**src/rtl/poly_mul_sequencer.sv**
```systemverilog
// Sequences one polynomial-multiply job: latches operands, pulses the core clear,
// waits out the core latency, captures NUM_OUT coefficients and hands back a result.
module poly_mul_sequencer #(
    parameter int unsigned CORE_LAT = 3,
    parameter int unsigned NUM_OUT  = 4
) (
    input  logic        man_clk,
    input  logic        man_reset,
    input  logic        req_valid,
    output logic        req_ready,
    input  logic [7:0]  req_a,
    input  logic [15:0] req_b,
    input  logic        abort,
    output logic        core_clr,
    output logic [7:0]  core_a,
    output logic [15:0] core_b,
    input  logic [1:0]  core_coeff,
    input  logic [3:0]  core_out,
    output logic        res_valid,
    input  logic        res_ready,
    output logic [15:0] res_data,
    output logic        res_err,
    output logic        busy,
    output logic [7:0]  jobs_done
);

    typedef enum logic [2:0] {
        IDLE,
        CLR,
        WAIT,
        CAPT,
        DONE
    } state_t;

    localparam logic [3:0] WAIT_LOAD = 4'(CORE_LAT);
    localparam logic [1:0] LAST_CAPT = 2'(NUM_OUT - 1);
    localparam logic [3:0] SLOT_MASK = 4'((32'd1 << NUM_OUT) - 32'd1);

    state_t      state;
    state_t      state_next;
    logic [3:0]  wait_cnt;
    logic [1:0]  capt_cnt;
    logic [3:0]  seen;
    logic [3:0]  seen_next;
    logic [15:0] data_next;
    logic        slot_ok;
    logic        err_next;
    logic        deliver;

    assign req_ready = (state == IDLE);
    assign core_clr  = (state == CLR);
    assign res_valid = (state == DONE);
    assign busy      = (state != IDLE);
    assign deliver   = (state == DONE) && res_ready && !abort;

    always_ff @(posedge man_clk or posedge man_reset) begin
        if (man_reset) begin
            state <= IDLE;
        end else begin
            state <= state_next;
        end
    end

    // Abort overrides every transition out of a busy state, including delivery.
    always_comb begin
        state_next = state;
        unique case (state)
            IDLE: if (req_valid) state_next = CLR;
            CLR:  state_next = WAIT;
            WAIT: if (wait_cnt == 4'd1) state_next = CAPT;
            CAPT: if (capt_cnt == LAST_CAPT) state_next = DONE;
            DONE: if (res_ready) state_next = IDLE;
            default: state_next = IDLE;
        endcase
        if (abort && (state != IDLE)) begin
            state_next = IDLE;
        end
    end

    // The error flag must include the slot written on the final capture cycle.
    always_comb begin
        seen_next = seen;
        data_next = res_data;
        slot_ok   = (32'(core_coeff) < NUM_OUT);
        if ((state == CAPT) && slot_ok) begin
            seen_next[core_coeff]                 = 1'b1;
            data_next[{core_coeff, 2'b00} +: 4] = core_out;
        end
        err_next = ((seen_next & SLOT_MASK) != SLOT_MASK);
    end

    always_ff @(posedge man_clk or posedge man_reset) begin
        if (man_reset) begin
            core_a   <= '0;
            core_b   <= '0;
            res_data <= '0;
            res_err  <= 1'b0;
            seen     <= '0;
            wait_cnt <= '0;
            capt_cnt <= '0;
        end else begin
            unique case (state)
                IDLE: begin
                    if (req_valid) begin
                        core_a   <= req_a;
                        core_b   <= req_b;
                        res_data <= '0;
                        res_err  <= 1'b0;
                        seen     <= '0;
                    end
                end
                CLR: begin
                    wait_cnt <= WAIT_LOAD;
                    capt_cnt <= '0;
                end
                WAIT: begin
                    wait_cnt <= wait_cnt - 4'd1;
                end
                CAPT: begin
                    res_data <= data_next;
                    seen     <= seen_next;
                    capt_cnt <= capt_cnt + 2'd1;
                    if (capt_cnt == LAST_CAPT) begin
                        res_err <= err_next;
                    end
                end
                DONE: begin
                end
                default: begin
                end
            endcase
        end
    end

    always_ff @(posedge man_clk or posedge man_reset) begin
        if (man_reset) begin
            jobs_done <= '0;
        end else if (deliver) begin
            jobs_done <= jobs_done + 8'd1;
        end
    end

endmodule
```
**config.mk**
```make
export PLATFORM = sky130hd
export DESIGN_NAME = poly_mul_sequencer
export DESIGN_NICKNAME = d
export VERILOG_FILES = /design/src/rtl/poly_mul_sequencer.sv
export SDC_FILE = /design/constraint.sdc
export NUM_CORES = 1
export LEC_CHECK = 0
export ABC_AREA = 1
export CORE_MARGIN = 1.5
export CORE_UTILIZATION = 43
export CTS_CLUSTER_DIAMETER = 200
export DETAILED_ROUTE_END_ITERATION = 10
export HOLD_SLACK_MARGIN = 0.15
export PLACE_DENSITY = 0.83
export SYNTH_ARGS = -nofsm -noshare
export SYNTH_HDL_FRONTEND = slang
export SYNTH_SLANG_ARGS = --single-unit
```
**constraint.sdc**
```tcl
create_clock -name man_clk -period 2.3 [get_ports man_clk]
set_input_delay 0.46 -clock man_clk [delete_from_list [all_inputs] [get_ports man_clk]]
set_output_delay 0.46 -clock man_clk [all_outputs]
set_load 0.01 [all_outputs]
```
==> flow_summary.ini <==
[clock_tree]
cts_tree = done
clockRootBuffer = clkbuf_8
numCtsBuffers = 9
post_cts_buffers = 0
clk_pin_slew_ns = 0.07
cts.sinks = 62
clk_path_buf_depth = 2
clock_latency_ns = 0.33
h-tree-depth = 3

[placed_design]
hpwl_um = 4836
place_area_um2 = 3895
gp_congestion = 0.8415
portBuffers = 87
place_inst = 507
dp_slack_ns = 0.1587

[power_and_ir_drop]
p_leak_nw = 1.998
p_total_mw = 4.013
irDropWorstVdd_v = 0.0005553
power.density_nw_per_um2 = 986.5

[setup_path]
crit_path_top_delay_cell = clkdlybuf4s50_1
crit_path_end_kind = output pin
worstPathCellList = nor2_2 -> nand2_1 -> inv_1 -> clkdlybuf4s50_1
critPathRequiredTime_ns = 1.84
worstPathArrival_ns = 1.69
path_buf_inv = 2
reg2reg_depth = 7
reg2reg_slack_ns = 0.82
r2r-start = state[2]$_DFFE_PP0P_
cp_top_family = buffers and inverters
crit_fanout = 7
crit_type = flop to output pin
cp_slowest_stage_delay_ns = 0.52
timing.rr.end = core_a[0]$_DFFE_PP0P_
cp-start-kind = flop

[timing]
setup_ws_ns = 0.1489
fmax_mhz = 464.9
hold_viol_final = 0
slew_headroom = 0.6801
drv_slew = 0
fin_crit_ns = 2.151
rsz0062_at_grt = false
fin_setup_tns_ns = 0
min_period_over_period = 0.9353
tightestPinTransition_ns = 0.4791
skew_ns = 0.005610
finalSetupViolCount = 0

[synth]
synth-seq-cells = 62
synth_seq_area_share = 0.5241
synth_top_area_cell = dfrtp_1
syn_area_per_cell_um2 = 8.606
synthCells = 344
yosysWarnings = 0
synth_nets = 391
synth_cell_type_count = 28
synth_area_um2 = 2960
synth_top_area_share = 0.5241
synthTopCellsByArea = dfrtp_1, nand2_1, ha_1, nand3_1, inv_1

[routing]
drtIter0Drc = 111
vias = 2494
wl_um = 6591
post_drt_via_cell_ratio = 4.769
ant_nets = 0
dr.pass1.iters = 4
drc = 0
wl_per_cell_um = 12.60

[cells_and_area]
syn_to_final_growth_pct = 37.40
drive_gt1_frac = 0.07901
antennaDiodeCount = 0
nets = 485
finalInstanceArea_um2 = 4068
stdcell_count = 523

[grt]
grt_usage = 0.1873
grt_max_degree = 44
grt_pass1_vias = 2462
overflow = 0
grt_pass1_wl_um = 10850
antenna_found_initial = 0

[floorplan]
start_util = 0.4406
rows = 30
dieWidth_um = 85.97
core-area_um2 = 6719
die_h_um = 85.97
die_area_um2 = 7391
io_pins = 88

[job]
cap_violations = 0

[run_status]
outcome = completed

[hold_path]
hold_class = input pin to asynchronous set/reset pin
[metrics by stage]
stage | hold WS, ns | utilization
finish | 0.4696 | 0.6054
global route | 0.4921 | 0.6054
CTS | 0.4754 | 0.6047
detailed placement | 0.4664 | 0.5797
global placement | 0.4573 | 0.5797
floorplan | 0.4409 | -
[Yosys cell counts]
| cell type | n |
|---|---|
| o211ai_1 | 1 |
| dfrtp_1 | 62 |
| o21ai_1 | 8 |
| nand3_1 | 25 |
| nor2_1 | 19 |
| nand2_8 | 1 |
| nand4_1 | 5 |
| a21oi_2 | 2 |
| nand4_2 | 2 |
| nand2_2 | 1 |
| nand3b_1 | 2 |
| buf_4 | 2 |
| nor3_1 | 2 |
| o21ai_0 | 14 |
| a21oi_1 | 4 |
| o22ai_1 | 1 |
| inv_2 | 2 |
| inv_6 | 1 |
| xnor2_1 | 3 |
| nand2_1 | 132 |
| nand2_4 | 2 |
| nor2_4 | 2 |
| buf_6 | 5 |
| inv_1 | 31 |
| a21boi_0 | 1 |
| inv_4 | 1 |
| xor2_1 | 1 |
| ha_1 | 12 |
[routing by layer]
metal	vias up	track usage	wire length (µm)
met5	-	0	0
met4	0	0.07331	84
met2	64	0.3157	3133
li1	1273	-	-
met1	1147	0.2311	3027
met3	10	0.04716	345
[what timing repair did]
action	4_1_cts	5_1_grt
hold buffers	0	0
endpoints found under the hold margin	0	0
endpoints found under the setup margin	0	1
resized for setup	0	3
[registers in the layout, summed over array words and instances (netlist names), 2 cells and up]
register   count
core_b        16
res_data      16
core_a         8
jobs_done      8
seen           4
wait_cnt       4
state          3
capt_cnt       2
[worst reg2reg max path, cell delays in order, from the launching register on]
cell and delay [ns]:
dfrtp_2 0.48, nor2_4 0.19, nand2_4 0.08, inv_4 0.08, nand2_8 0.18, inv_6 0.25, nand2_1 0.09, nand2_1 0.07
[power breakdown]
group          switching [mW]  internal (mW)
clock                   0.396          0.415
sequential              0.183           1.41
combinational           0.843          0.765
total                    1.42           2.59
[layout by cell type (no fill, tap or decap), types with 2 or more instances in the layout]
master	instances
o21ai_1	8
dfrtp_2	2
nor2_1	18
buf_4	2
nand2_4	2
clkbuf_8	10
inv_2	3
nand2_1	132
nand4_1	5
inv_1	30
a21oi_1	4
clkbuf_1	2
xnor2_1	3
nor3_1	2
clkinv_2	3
o21ai_0	14
a21oi_2	2
nand3_1	25
nor2_4	2
clkdlybuf4s50_1	87
ha_1	12
dfrtp_1	60
nand4_2	2
nand3b_1	2
[final cells by class]
class / instances / area [µm²]
clock buffer: 12 / 145.1
fill: 568 / 2651
sequential: 62 / 1554
timing repair buffer: 90 / 905.9
clock inverter: 4 / 22.52
inverter: 35 / 138.9
tap: 80 / 100.1
multi-input combinational: 240 / 1201
[worst max path at each step]
stage / start / endpoint / slack, ns / cells after the start
final: state[2]$_DFFE_PP0P_ / core_clr / 0.15 / 4
after global routing: state[2]$_DFFE_PP0P_ / core_clr / 0.04 / 4
after CTS: state[0]$_DFFE_PP0P_ / core_clr / 0.02 / 5
after detailed placement: core_coeff[0] / res_data[1]$_DFFE_PP0P_ / 0.16 / 6
after global placement: core_coeff[0] / res_data[0]$_DFFE_PP0P_ / 0.26 / 6
after floorplan: man_reset / capt_cnt[0]$_DFFE_PP0P_ / 0.30 / 1
[kinds of logic after synthesis]
| logic type | count (synthesis) | synth area share |
|---|---|---|
| simple gates | 193 | 0.2853 |
| flops | 62 | 0.5241 |
| buf+inv | 42 | 0.07101 |
| compound gates | 31 | 0.05706 |
| fa+ha+maj | 12 | 0.05072 |
| xor+xnor | 4 | 0.01184 |
Note: power is estimated with default switching activity, not from simulation.
==> patch, RTL diff (same settings) <==
Reset style: synchronous (`man_reset`), changed in 3 clocked blocks.
--- a/src/rtl/poly_mul_sequencer.sv
+++ b/src/rtl/poly_mul_sequencer.sv
@@ -53,7 +53,7 @@
     assign busy      = (state != IDLE);
     assign deliver   = (state == DONE) && res_ready && !abort;
 
-    always_ff @(posedge man_clk or posedge man_reset) begin
+    always_ff @(posedge man_clk) begin
         if (man_reset) begin
             state <= IDLE;
         end else begin
@@ -89,7 +89,7 @@
         err_next = ((seen_next & SLOT_MASK) != SLOT_MASK);
     end
 
-    always_ff @(posedge man_clk or posedge man_reset) begin
+    always_ff @(posedge man_clk) begin
         if (man_reset) begin
             core_a   <= '0;
             core_b   <= '0;
@@ -132,7 +132,7 @@
         end
     end
 
-    always_ff @(posedge man_clk or posedge man_reset) begin
+    always_ff @(posedge man_clk) begin
         if (man_reset) begin
             jobs_done <= '0;
         end else if (deliver) begin
Formal check against the unedited RTL: differs if man_reset is asserted again (counterexample within 4 cycles, from zero or initial values and one cycle with man_reset high); with man_reset held inactive, the same outputs for 10 cycles.
==> patch against the original RTL <==
  * Cell area is 2.2% lower
  * First-iteration DRC count is 13% higher
  * Synthesized area is 7.3% lower
  * Power is 17% lower
  * Sequential cell count stayed put
  * Clock power is 36% higher
  * Worst setup slack worse by 0.077 ns
  * Wire length is 9.0% higher
  * Clock skew is 0.0024 ns higher
==> patch: results (changes against the original RTL) <==
grt:
  use_met3_pct: 5.467  # was 4.716%
  grtUsageMet1_pct: 23.57  # was 23.11%
  grt_use_met2_pct: 34.81  # was 31.57%
  grt_pass1_wl_mm: 11.56  # was 10.85 mm
  grt_max_degree: 48  # was 44
  grt_pass1_vias: 2593  # was 2462
finish:
  multiInputGateArea_sq_mm: 0.001281  # was 0.001201 sq mm
  clkbuf_count: 11  # was 12
  multi_input_cells: 253  # was 240
  n_all_buffers: 100  # was 90
  nNetsFinal: 512  # was 485
  buf_share_pct: 24.67  # was 22.27%
  inv_count: 39  # was 35
pwr:
  p_int_mw: 2.285  # was 2.591 mW
  ir_drop_mv: 0.4250  # was 0.5553 mV
  p_leak_nw: 1.613  # was 1.998 nW
worst_setup_path:
  r2r_slack_ns: 0.51  # was 0.82 ns
  cp_max_fo: 5  # was 7
  rr_endpoint: "res_data[4]"  # was core_a[0]
  reg2reg_from: "state[2]"  # unchanged
synthesis:
  synthArstFlopShare_pct: 0  # was 100.0%
  synth_top_cells_by_count: "nand2_1, dfxtp_1, a21oi_1"  # was nand2_1, dfrtp_1, inv_1
  synth_ff_type: "dfxtp_1"  # was dfrtp_1
  synth_area_leaders: "dfxtp_1, nand2_1, a21oi_1"  # was dfrtp_1, nand2_1, ha_1
  ys_types: 26  # was 28
outcome:
  outcome: "finished clean"  # unchanged
drt:
  via_per_inst: 5.020  # was 4.769
  dr_wl_met3_um: 425  # was 345 um
  wl_met2_mm: 3.416  # was 3.133 mm
  drt_iter0_drc: 125  # was 111
  wl_mm: 7.184  # was 6.591 mm
placement:
  finalWeightedCongestion: 0.8556  # was 0.8415
  dpl.hpwl_mm: 5.023  # was 4.836 mm
  place_inst: 523  # was 507
  post-place-ws_ns: 0.1103  # was 0.1587 ns
  place_area_sq_mm: 0.003700  # was 0.003895 sq mm
die:
  dieArea_sq_mm: 0.006872  # was 0.007391 sq mm
min_path:
  hold_class: "flip-flop to flip-flop"  # was input pin to async pin
sta:
  timing.hold.ws_ns: 0.4581  # was 0.4696 ns
  tightest_slew_ns: 0.5638  # was 0.4791 ns
patch: cells by family after synthesis:
group                    after synthesis  synth area share (%)
AND/OR/NAND/NOR                      171                 27.94
AO/OA/AOI/OAI                         68                 12.72
flip-flops                            62                 45.21
buffers and inverters                 54                 8.341
adder cells (fa/ha/maj)               12                 5.469
XOR/XNOR                               1                0.3191
patch: power groups by stage:
stage               Clock [mW]  Combinational [mW]  Sequential, mW
floorplan                    0               0.530            1.27
global placement             0               0.876            1.25
detailed placement           0               0.897            1.25
CTS                       1.11               0.914            1.23
global route              1.16                1.08            1.24
finish                    1.10               0.990            1.23
patch: how the worst max path moves through the flow:
stage,from,cells past startpoint,slack (ns),to
floorplan,core_coeff[0],7,0.88,res_data[10]
global placement,state[2],5,0.23,busy
detailed placement,core_coeff[1],8,0.11,res_data[10]
CTS,state[2],5,0.02,busy
global route,state[2],6,0.01,busy
finish,state[2],4,0.07,res_valid
